<file path="src/rtl/draw_rect_multi_if.sv">
// VGA pixel-stream bundle passed between stages of the video pipeline.
// The master drives the stream; the slave consumes it.
interface vga_if #(
    parameter int CNT_W = 11,
    parameter int RGB_W = 12
);
    logic [CNT_W-1:0] hcount;
    logic [CNT_W-1:0] vcount;
    logic             hsync;
    logic             vsync;
    logic             hblnk;
    logic             vblnk;
    logic [RGB_W-1:0] rgb;

    modport master (output hcount, vcount, hsync, vsync, hblnk, vblnk, rgb);
    modport slave  (input  hcount, vcount, hsync, vsync, hblnk, vblnk, rgb);
endinterface

</file>
<file path="src/rtl/draw_rect_multi.sv">
// draw_rect_multi: overlays NUM_RECT run-time configurable rectangles on the
// VGA stream with a fixed 2-cycle latency; lowest index has priority.
// Config writes land in shadow registers and are committed to the active set
// in the single COMMIT cycle that follows the start of vertical blank.
// Optional build macro DRAW_RECT_MULTI_BORDER_EN adds a per-rectangle
// 4-bit border width (cfg_border); 0 keeps the rectangle filled.
module draw_rect_multi #(
    parameter  int NUM_RECT = 4,
    parameter  int CNT_W    = 11,
    parameter  int RGB_W    = 12,
    localparam int IDX_W    = (NUM_RECT > 1) ? $clog2(NUM_RECT) : 1
) (
    input  logic             clk,
    input  logic             rst,
    vga_if.slave             vga_in,
    vga_if.master            vga_out,
    input  logic             cfg_valid,
    output logic             cfg_ready,
    input  logic [IDX_W-1:0] cfg_idx,
    input  logic             cfg_en,
    input  logic [CNT_W-1:0] cfg_xpos,
    input  logic [CNT_W-1:0] cfg_ypos,
    input  logic [CNT_W-1:0] cfg_width,
    input  logic [CNT_W-1:0] cfg_height,
    input  logic [RGB_W-1:0] cfg_rgb
`ifdef DRAW_RECT_MULTI_BORDER_EN
    ,
    input  logic [3:0]       cfg_border
`endif
);

    typedef enum logic {IDLE, COMMIT} state_t;

    typedef struct packed {
        logic             en;
        logic [CNT_W-1:0] xpos;
        logic [CNT_W-1:0] ypos;
        logic [CNT_W-1:0] width;
        logic [CNT_W-1:0] height;
        logic [RGB_W-1:0] rgb;
`ifdef DRAW_RECT_MULTI_BORDER_EN
        logic [3:0]       border;
`endif
    } rect_t;

    state_t              state;
    rect_t               shadow [NUM_RECT];
    rect_t               active [NUM_RECT];
    logic [NUM_RECT-1:0] dirty;
    rect_t               cfg_entry;
    logic                cfg_fire;
    logic                vblnk_rise;

    logic                hit_any;
    logic [RGB_W-1:0]    hit_rgb;

    logic [CNT_W-1:0]    hcount_p1, vcount_p1;
    logic                hsync_p1, vsync_p1, hblnk_p1, vblnk_p1;
    logic [RGB_W-1:0]    rgb_p1;
    logic                hit_p1;
    logic [RGB_W-1:0]    hit_rgb_p1;

    logic [CNT_W-1:0]    hcount_p2, vcount_p2;
    logic                hsync_p2, vsync_p2, hblnk_p2, vblnk_p2;
    logic [RGB_W-1:0]    rgb_p2;

    // Offsets are only meaningful once the >= test holds, so they never wrap
    // into a false hit; zero width or height can never satisfy dx < width.
    function automatic logic rect_hit(input rect_t r,
                                      input logic [CNT_W-1:0] h,
                                      input logic [CNT_W-1:0] v);
        logic [CNT_W-1:0] dx;
        logic [CNT_W-1:0] dy;
        logic             hit;
`ifdef DRAW_RECT_MULTI_BORDER_EN
        logic [CNT_W-1:0] b;
        logic [CNT_W-1:0] rx;
        logic [CNT_W-1:0] by;
`endif
        dx  = h - r.xpos;
        dy  = v - r.ypos;
        hit = r.en && (h >= r.xpos) && (dx < r.width)
                   && (v >= r.ypos) && (dy < r.height);
`ifdef DRAW_RECT_MULTI_BORDER_EN
        b  = CNT_W'(r.border);
        rx = r.width - 1'b1 - dx;
        by = r.height - 1'b1 - dy;
        if (r.border != 4'd0)
            hit = hit && ((dx < b) || (rx < b) || (dy < b) || (by < b));
`endif
        return hit;
    endfunction

    assign cfg_fire   = cfg_valid && cfg_ready;
    assign vblnk_rise = !vblnk_p1 && vga_in.vblnk;

    // Pack the config port into one entry image
    always_comb begin
        cfg_entry        = '0;
        cfg_entry.en     = cfg_en;
        cfg_entry.xpos   = cfg_xpos;
        cfg_entry.ypos   = cfg_ypos;
        cfg_entry.width  = cfg_width;
        cfg_entry.height = cfg_height;
        cfg_entry.rgb    = cfg_rgb;
`ifdef DRAW_RECT_MULTI_BORDER_EN
        cfg_entry.border = cfg_border;
`endif
    end

    // Commit FSM: one COMMIT cycle per vblank entry, config port closed during it
    always_ff @(posedge clk or negedge rst) begin
        if (!rst) begin
            state     <= IDLE;
            cfg_ready <= 1'b0;
        end else begin
            case (state)
                IDLE: begin
                    if (vblnk_rise) begin
                        state     <= COMMIT;
                        cfg_ready <= 1'b0;
                    end else begin
                        cfg_ready <= 1'b1;
                    end
                end
                COMMIT: begin
                    state     <= IDLE;
                    cfg_ready <= 1'b1;
                end
                default: begin
                    state     <= IDLE;
                    cfg_ready <= 1'b0;
                end
            endcase
        end
    end

    // Shadow writes, dirty tracking and shadow-to-active copy on commit
    always_ff @(posedge clk or negedge rst) begin
        if (!rst) begin
            dirty <= '0;
            for (int i = 0; i < NUM_RECT; i++) begin
                shadow[i] <= '0;
                active[i] <= '0;
            end
        end else if (state == COMMIT) begin
            for (int i = 0; i < NUM_RECT; i++)
                if (dirty[i])
                    active[i] <= shadow[i];
            dirty <= '0;
        end else if (cfg_fire) begin
            // Out-of-range indices match no entry and are dropped silently
            for (int i = 0; i < NUM_RECT; i++) begin
                if (cfg_idx == IDX_W'(i)) begin
                    shadow[i] <= cfg_entry;
                    dirty[i]  <= 1'b1;
                end
            end
        end
    end

    // Priority resolve: scanning downwards leaves the lowest hit index last
    always_comb begin
        hit_any = 1'b0;
        hit_rgb = '0;
        for (int i = NUM_RECT - 1; i >= 0; i--) begin
            if (rect_hit(active[i], vga_in.hcount, vga_in.vcount)) begin
                hit_any = 1'b1;
                hit_rgb = active[i].rgb;
            end
        end
    end

    // ---- stage 1: register input stream and winning rectangle ----
    always_ff @(posedge clk or negedge rst) begin
        if (!rst) begin
            hcount_p1  <= '0;
            vcount_p1  <= '0;
            hsync_p1   <= 1'b0;
            vsync_p1   <= 1'b0;
            hblnk_p1   <= 1'b0;
            vblnk_p1   <= 1'b0;
            rgb_p1     <= '0;
            hit_p1     <= 1'b0;
            hit_rgb_p1 <= '0;
        end else begin
            hcount_p1  <= vga_in.hcount;
            vcount_p1  <= vga_in.vcount;
            hsync_p1   <= vga_in.hsync;
            vsync_p1   <= vga_in.vsync;
            hblnk_p1   <= vga_in.hblnk;
            vblnk_p1   <= vga_in.vblnk;
            rgb_p1     <= vga_in.rgb;
            hit_p1     <= hit_any;
            hit_rgb_p1 <= hit_rgb;
        end
    end

    // ---- stage 2: colour mux, blanking always passes the source rgb ----
    always_ff @(posedge clk or negedge rst) begin
        if (!rst) begin
            hcount_p2 <= '0;
            vcount_p2 <= '0;
            hsync_p2  <= 1'b0;
            vsync_p2  <= 1'b0;
            hblnk_p2  <= 1'b0;
            vblnk_p2  <= 1'b0;
            rgb_p2    <= '0;
        end else begin
            hcount_p2 <= hcount_p1;
            vcount_p2 <= vcount_p1;
            hsync_p2  <= hsync_p1;
            vsync_p2  <= vsync_p1;
            hblnk_p2  <= hblnk_p1;
            vblnk_p2  <= vblnk_p1;
            rgb_p2    <= (hit_p1 && !(hblnk_p1 || vblnk_p1)) ? hit_rgb_p1 : rgb_p1;
        end
    end

    assign vga_out.hcount = hcount_p2;
    assign vga_out.vcount = vcount_p2;
    assign vga_out.hsync  = hsync_p2;
    assign vga_out.vsync  = vsync_p2;
    assign vga_out.hblnk  = hblnk_p2;
    assign vga_out.vblnk  = vblnk_p2;
    assign vga_out.rgb    = rgb_p2;

endmodule
</file>
<file path="src/flat_wrapper.sv">
// flat-port wrapper written by rule: the top's interface ports become plain ports
module draw_rect_multi_flat 
#(
    parameter  int NUM_RECT = 4,
    parameter  int CNT_W    = 11,
    parameter  int RGB_W    = 12,
    localparam int IDX_W    = (NUM_RECT > 1) ? $clog2(NUM_RECT) : 1
)
  (clk, rst, cfg_valid, cfg_ready, cfg_idx, cfg_en, cfg_xpos, cfg_ypos, cfg_width, cfg_height, cfg_rgb, vga_in_hcount, vga_in_vcount, vga_in_hsync, vga_in_vsync, vga_in_hblnk, vga_in_vblnk, vga_in_rgb, vga_out_hcount, vga_out_vcount, vga_out_hsync, vga_out_vsync, vga_out_hblnk, vga_out_vblnk, vga_out_rgb);
  vga_if #(.CNT_W(CNT_W), .RGB_W(RGB_W)) vga_in_i ();
  vga_if #(.CNT_W(CNT_W), .RGB_W(RGB_W)) vga_out_i ();
  input  logic clk;
  input  logic rst;
  input  logic cfg_valid;
  output logic cfg_ready;
  input  logic [IDX_W-1:0] cfg_idx;
  input  logic cfg_en;
  input  logic [CNT_W-1:0] cfg_xpos;
  input  logic [CNT_W-1:0] cfg_ypos;
  input  logic [CNT_W-1:0] cfg_width;
  input  logic [CNT_W-1:0] cfg_height;
  input  logic [RGB_W-1:0] cfg_rgb;
  input wire logic [$bits(vga_in_i.hcount)-1:0] vga_in_hcount;
  input wire logic [$bits(vga_in_i.vcount)-1:0] vga_in_vcount;
  input wire logic [$bits(vga_in_i.hsync)-1:0] vga_in_hsync;
  input wire logic [$bits(vga_in_i.vsync)-1:0] vga_in_vsync;
  input wire logic [$bits(vga_in_i.hblnk)-1:0] vga_in_hblnk;
  input wire logic [$bits(vga_in_i.vblnk)-1:0] vga_in_vblnk;
  input wire logic [$bits(vga_in_i.rgb)-1:0] vga_in_rgb;
  output wire logic [$bits(vga_out_i.hcount)-1:0] vga_out_hcount;
  output wire logic [$bits(vga_out_i.vcount)-1:0] vga_out_vcount;
  output wire logic [$bits(vga_out_i.hsync)-1:0] vga_out_hsync;
  output wire logic [$bits(vga_out_i.vsync)-1:0] vga_out_vsync;
  output wire logic [$bits(vga_out_i.hblnk)-1:0] vga_out_hblnk;
  output wire logic [$bits(vga_out_i.vblnk)-1:0] vga_out_vblnk;
  output wire logic [$bits(vga_out_i.rgb)-1:0] vga_out_rgb;
  assign vga_in_i.hcount = vga_in_hcount;
  assign vga_in_i.vcount = vga_in_vcount;
  assign vga_in_i.hsync = vga_in_hsync;
  assign vga_in_i.vsync = vga_in_vsync;
  assign vga_in_i.hblnk = vga_in_hblnk;
  assign vga_in_i.vblnk = vga_in_vblnk;
  assign vga_in_i.rgb = vga_in_rgb;
  assign vga_out_hcount = vga_out_i.hcount;
  assign vga_out_vcount = vga_out_i.vcount;
  assign vga_out_hsync = vga_out_i.hsync;
  assign vga_out_vsync = vga_out_i.vsync;
  assign vga_out_hblnk = vga_out_i.hblnk;
  assign vga_out_vblnk = vga_out_i.vblnk;
  assign vga_out_rgb = vga_out_i.rgb;
  draw_rect_multi #(.NUM_RECT(NUM_RECT), .CNT_W(CNT_W), .RGB_W(RGB_W)) u_core (.clk(clk), .rst(rst), .vga_in(vga_in_i), .vga_out(vga_out_i), .cfg_valid(cfg_valid), .cfg_ready(cfg_ready), .cfg_idx(cfg_idx), .cfg_en(cfg_en), .cfg_xpos(cfg_xpos), .cfg_ypos(cfg_ypos), .cfg_width(cfg_width), .cfg_height(cfg_height), .cfg_rgb(cfg_rgb));
endmodule
</file>
<file path="config.mk">
export PLATFORM = sky130hd
export DESIGN_NAME = draw_rect_multi_flat
export DESIGN_NICKNAME = d
export VERILOG_FILES = /design/src/rtl/draw_rect_multi_if.sv /design/src/rtl/draw_rect_multi.sv /design/src/flat_wrapper.sv
export SDC_FILE = /design/constraint.sdc
export NUM_CORES = 1
export LEC_CHECK = 0
export CAP_MARGIN = 30
export CORE_MARGIN = 5
export CORE_UTILIZATION = 46
export DETAILED_ROUTE_END_ITERATION = 10
export PLACE_DENSITY = 0.74
export SLEW_MARGIN = 5
export SYNTH_ARGS = -nofsm -noshare
export SYNTH_HDL_FRONTEND = slang
export SYNTH_SLANG_ARGS = --single-unit
</file>
<file path="constraint.sdc">
create_clock -name clk -period 4.8 [get_ports clk]
set_input_delay 0.96 -clock clk [delete_from_list [all_inputs] [get_ports clk]]
set_output_delay 0.96 -clock clk [all_outputs]
set_load 0.005 [all_outputs]
</file>
==> flow_metrics.env <==
export IMPL_clkSinkCount=551
export IMPL_placed_area_um2=29350
export IMPL_grt_pass1_vias=17932
export IMPL_netlist_area_leader_share=0.5379
export IMPL_fmax_ghz=0.2152
export IMPL_die_x_um=246.1
export IMPL_seq_area_frac_synth=0.5379
export IMPL_grt_busiest_layer="met2"
export IMPL_cts_hold_buf=0
export IMPL_gp_congestion=0.8885
export IMPL_slew_violations=0
export IMPL_crit_path_start_kind="input pin"
export IMPL_end_kind="flop"
export IMPL_drive_above_1_share=0.3697
export IMPL_async_flop_share=1.000
export IMPL_fin_nets=2590
export IMPL_initial_core_util=0.4643
export IMPL_crit_required_ns=5.34
export IMPL_synth_area_leaders="dfrtp_1 (54%), mux2_2 (21%), ha_1 (8.2%)"
export IMPL_dp_slack_ns=-0.9150
export IMPL_worstMarginPinSlew_ns=0.9162
export IMPL_postLayoutCellArea_um2=31800
export IMPL_synthToLayoutAreaGrowth_pct=24.06
export IMPL_cap_violations=0
export IMPL_dpl_hpwl_um=46890
export IMPL_dr_pass1_iters=5
export IMPL_drc=0
export IMPL_syn_instance_count=1948
export IMPL_vias=16464
export IMPL_met2_usage=0.3654
export IMPL_setup_viol=0
export IMPL_syn_num_nets=2224
export IMPL_seqCellArea_um2=13790
export IMPL_ios=139
export IMPL_finalSetupTns_ns=0
export IMPL_worstPathMaxFanout=4
export IMPL_die_area_um2=60540
export IMPL_cts_root_buf="clkbuf_16"
export IMPL_status="completed"
export IMPL_yosysUniqueCellTypes=70
export IMPL_hold_violations=0
export IMPL_cts_buffers=58
export IMPL_fin_crit_ns=4.646
export IMPL_cts_tree="yes"
export IMPL_grt_util_met1=0.3012
export IMPL_grt_start_max_net_pins=110
export IMPL_powerDensity_nw_per_um2=650.3
export IMPL_period_share=0.9680
export IMPL_synth_flop_cell="dfrtp_1"
export IMPL_grt_usage=0.2178
export IMPL_grt_ovfl_total=0
export IMPL_wire_per_inst_um=20.95
export IMPL_cts_clk_slew_worst_paths_ns=0.06
export IMPL_reg2reg_slack_ns=0.28
export IMPL_rows=86
export IMPL_grt_pass1_wl_um=102900
export IMPL_antenna_found_initial=3
export IMPL_clk_latency_ns=0.62
export IMPL_arrival_ns=5.19
export IMPL_p_leak_nw=14.74
export IMPL_ant_nets=0
export IMPL_core_area_um2=55200
export IMPL_die_h_um=246.1
export IMPL_avgSynthCellArea_um2=13.16
export IMPL_peakVddDrop_mv=0.3351
export IMPL_drt_vias_per_instance=5.289
export IMPL_synth_edff_count=0
export IMPL_met3_usage=0.02918
export IMPL_htreeDepth=2
export IMPL_drt_iter0_drc=937
export IMPL_cts_buffer_depth=3
export IMPL_yosys_area_top_type="dfrtp_1"
export IMPL_timing_hold_ws_ns=0.3451
export IMPL_fillers=4351
export IMPL_wl_um=65210
export IMPL_synth_area_um2=25630
export IMPL_finClkSkew_ns=0.01557
export IMPL_critPathKind="in -> reg"
export IMPL_multi_input_area_um2=11070
export IMPL_yosys_warnings=0
export IMPL_setup_slack_ns=0.1536
export IMPL_ys_seq_elements=551
export IMPL_hp_class="reg -> reg"
export IMPL_numPortBuffers=138
export IMPL_slew_headroom=0.3871
-- cell usage after synthesis, drive strengths merged, types with 6 or more instances --
cell type	instances
nor2b	9
o2111ai	8
a211oi	12
nor3	6
a21oi	65
o21bai	16
o22ai	18
o21a	16
mux2	468
a31oi	19
nand3	19
o21ai	29
clkbuf	34
nand2	61
xnor2	50
nand4	15
dfrtp	551
nor2	33
a21o	40
ha	168
fa	8
xor2	20
buf	22
inv	200
-- routing by layer --
metal | routed length [um] | share of wire | up-vias
li1 | - | - | 7574
met1 | 29300 | 0.45 | 8465
met2 | 31620 | 0.48 | 331
met3 | 2693 | 0.041 | 94
met4 | 1599 | 0.025 | 0
met5 | 0 | 0 | -
-- final timing paths --
path | cells after the start | endpoint | startpoint
worst min-delay path | 0 | u_core.vga_out.vcount[9] | u_core.vcount_p1[9]
worst max register to register | 20 | u_core.hit_rgb_p1[9] | u_core.active[45]
max in group asynchronous | 3 | u_core.shadow[171] | rst
min in group asynchronous | 1 | u_core.shadow[129] | rst
worst min register to register | 0 | u_core.vga_out.vcount[9] | u_core.vcount_p1[9]
worst max-delay path | 25 | u_core.hit_rgb_p1[9] | vga_in_vcount[0]
-- cells in the final DEF, fill, tap and decap left out, types with 6 or more instances in the layout --
| master | netlist | layout |
|---|---|---|
| nor3_1 | 6 | 6 |
| xnor2_1 | 50 | 50 |
| mux2_2 | 468 | 468 |
| buf_6 | 2 | 7 |
| clkbuf_8 | 0 | 15 |
| o21ai_1 | 5 | 6 |
| ha_1 | 168 | 166 |
| xor2_1 | 20 | 20 |
| clkbuf_16 | 0 | 58 |
| nor2_1 | 32 | 31 |
| dlymetal6s2s_1 | 0 | 7 |
| clkdlybuf4s50_1 | 0 | 128 |
| a21oi_2 | 0 | 12 |
| a31oi_2 | 7 | 7 |
| clkinv_2 | 0 | 13 |
| nand4_1 | 15 | 15 |
| inv_1 | 199 | 196 |
| nand2_1 | 61 | 56 |
| dfrtp_1 | 551 | 551 |
| o21ai_0 | 24 | 22 |
| o21a_1 | 16 | 16 |
| nand3_1 | 19 | 19 |
| clkinvlp_4 | 0 | 7 |
| a21oi_1 | 65 | 53 |
| o22ai_1 | 10 | 9 |
| nor2b_1 | 9 | 9 |
| a31oi_1 | 12 | 10 |
| o21bai_1 | 16 | 16 |
| buf_12 | 0 | 9 |
| o22ai_2 | 8 | 9 |
| a211oi_1 | 10 | 10 |
| buf_4 | 1 | 206 |
| o2111ai_1 | 8 | 7 |
| a21o_1 | 39 | 39 |
-- metrics by stage --
stage | instances | power [mW] | utilization
detailed placement | 2975 | 15.76 | 0.5318
floorplan | 1948 | 12.30 | -
global placement | 2974 | 15.40 | 0.5314
CTS | 3097 | 20.57 | 0.5702
finish | 3113 | 20.68 | 0.5760
global route | 3112 | 22.14 | 0.5760
-- power by group --
part	total, mW	switching [mW]	internal (mW)
Combinational	9.12	4.42	4.70
Clock	4.59	1.95	2.64
Sequential	6.97	0.841	6.13
-- flip-flops by register name (all words and copies together) (netlist names), 4 cells and up --
name	count
u_core.active	228
u_core.dirty	4
u_core.hcount_p1	11
u_core.hit_rgb_p1	12
u_core.rgb_p1	12
u_core.shadow	228
u_core.vcount_p1	11
u_core.vga_out.hcount	11
u_core.vga_out.rgb	12
u_core.vga_out.vcount	11
-- logic make-up after synthesis --
group,count (synthesis),synth area share
simple gates,168,0.03261
flops,551,0.5379
buf+inv,256,0.03842
compound gates,259,0.07327
mux,468,0.2056
xor+xnor,70,0.02392
fa+ha+maj,176,0.08826
-- worst max-delay path: stages --
cell       delay [ns]
buf_6            0.10
inv_6            0.06
buf_12           0.09
ha_4             0.11
inv_1            0.05
fa_2             0.38
a21o_1           0.17
a21oi_2          0.14
o21bai_1         0.10
a21oi_2          0.15
o21bai_1         0.11
a21o_1           0.18
a21oi_2          0.18
xnor2_1          0.14
ha_1             0.28
buf_4            0.14
nand3_1          0.07
nand3_1          0.09
a2111oi_2        0.37
o311ai_1         0.16
or4_4            0.54
nor2_4           0.17
buf_4            0.15
nand2_1          0.10
a31oi_4          0.15
-- layout make-up --
type,count,share of cell area
clock buffer,78,0.05273
inverter,200,0.02392
multi-input combinational,1142,0.3480
sequential,551,0.4336
clock inverter,32,0.01003
antenna,1,0.00007870
timing repair buffer,361,0.1022
tap,748,0.02943
-- timing repair --
item / in CTS / in global routing
setup endpoints to repair: 13 / 13
buffers inserted: 12 / 11
gates resized for setup: 8 / 46
pin swaps: 9 / 44
cloned: 0 / 1
No activity file was read; power rests on OpenSTA's default activity.
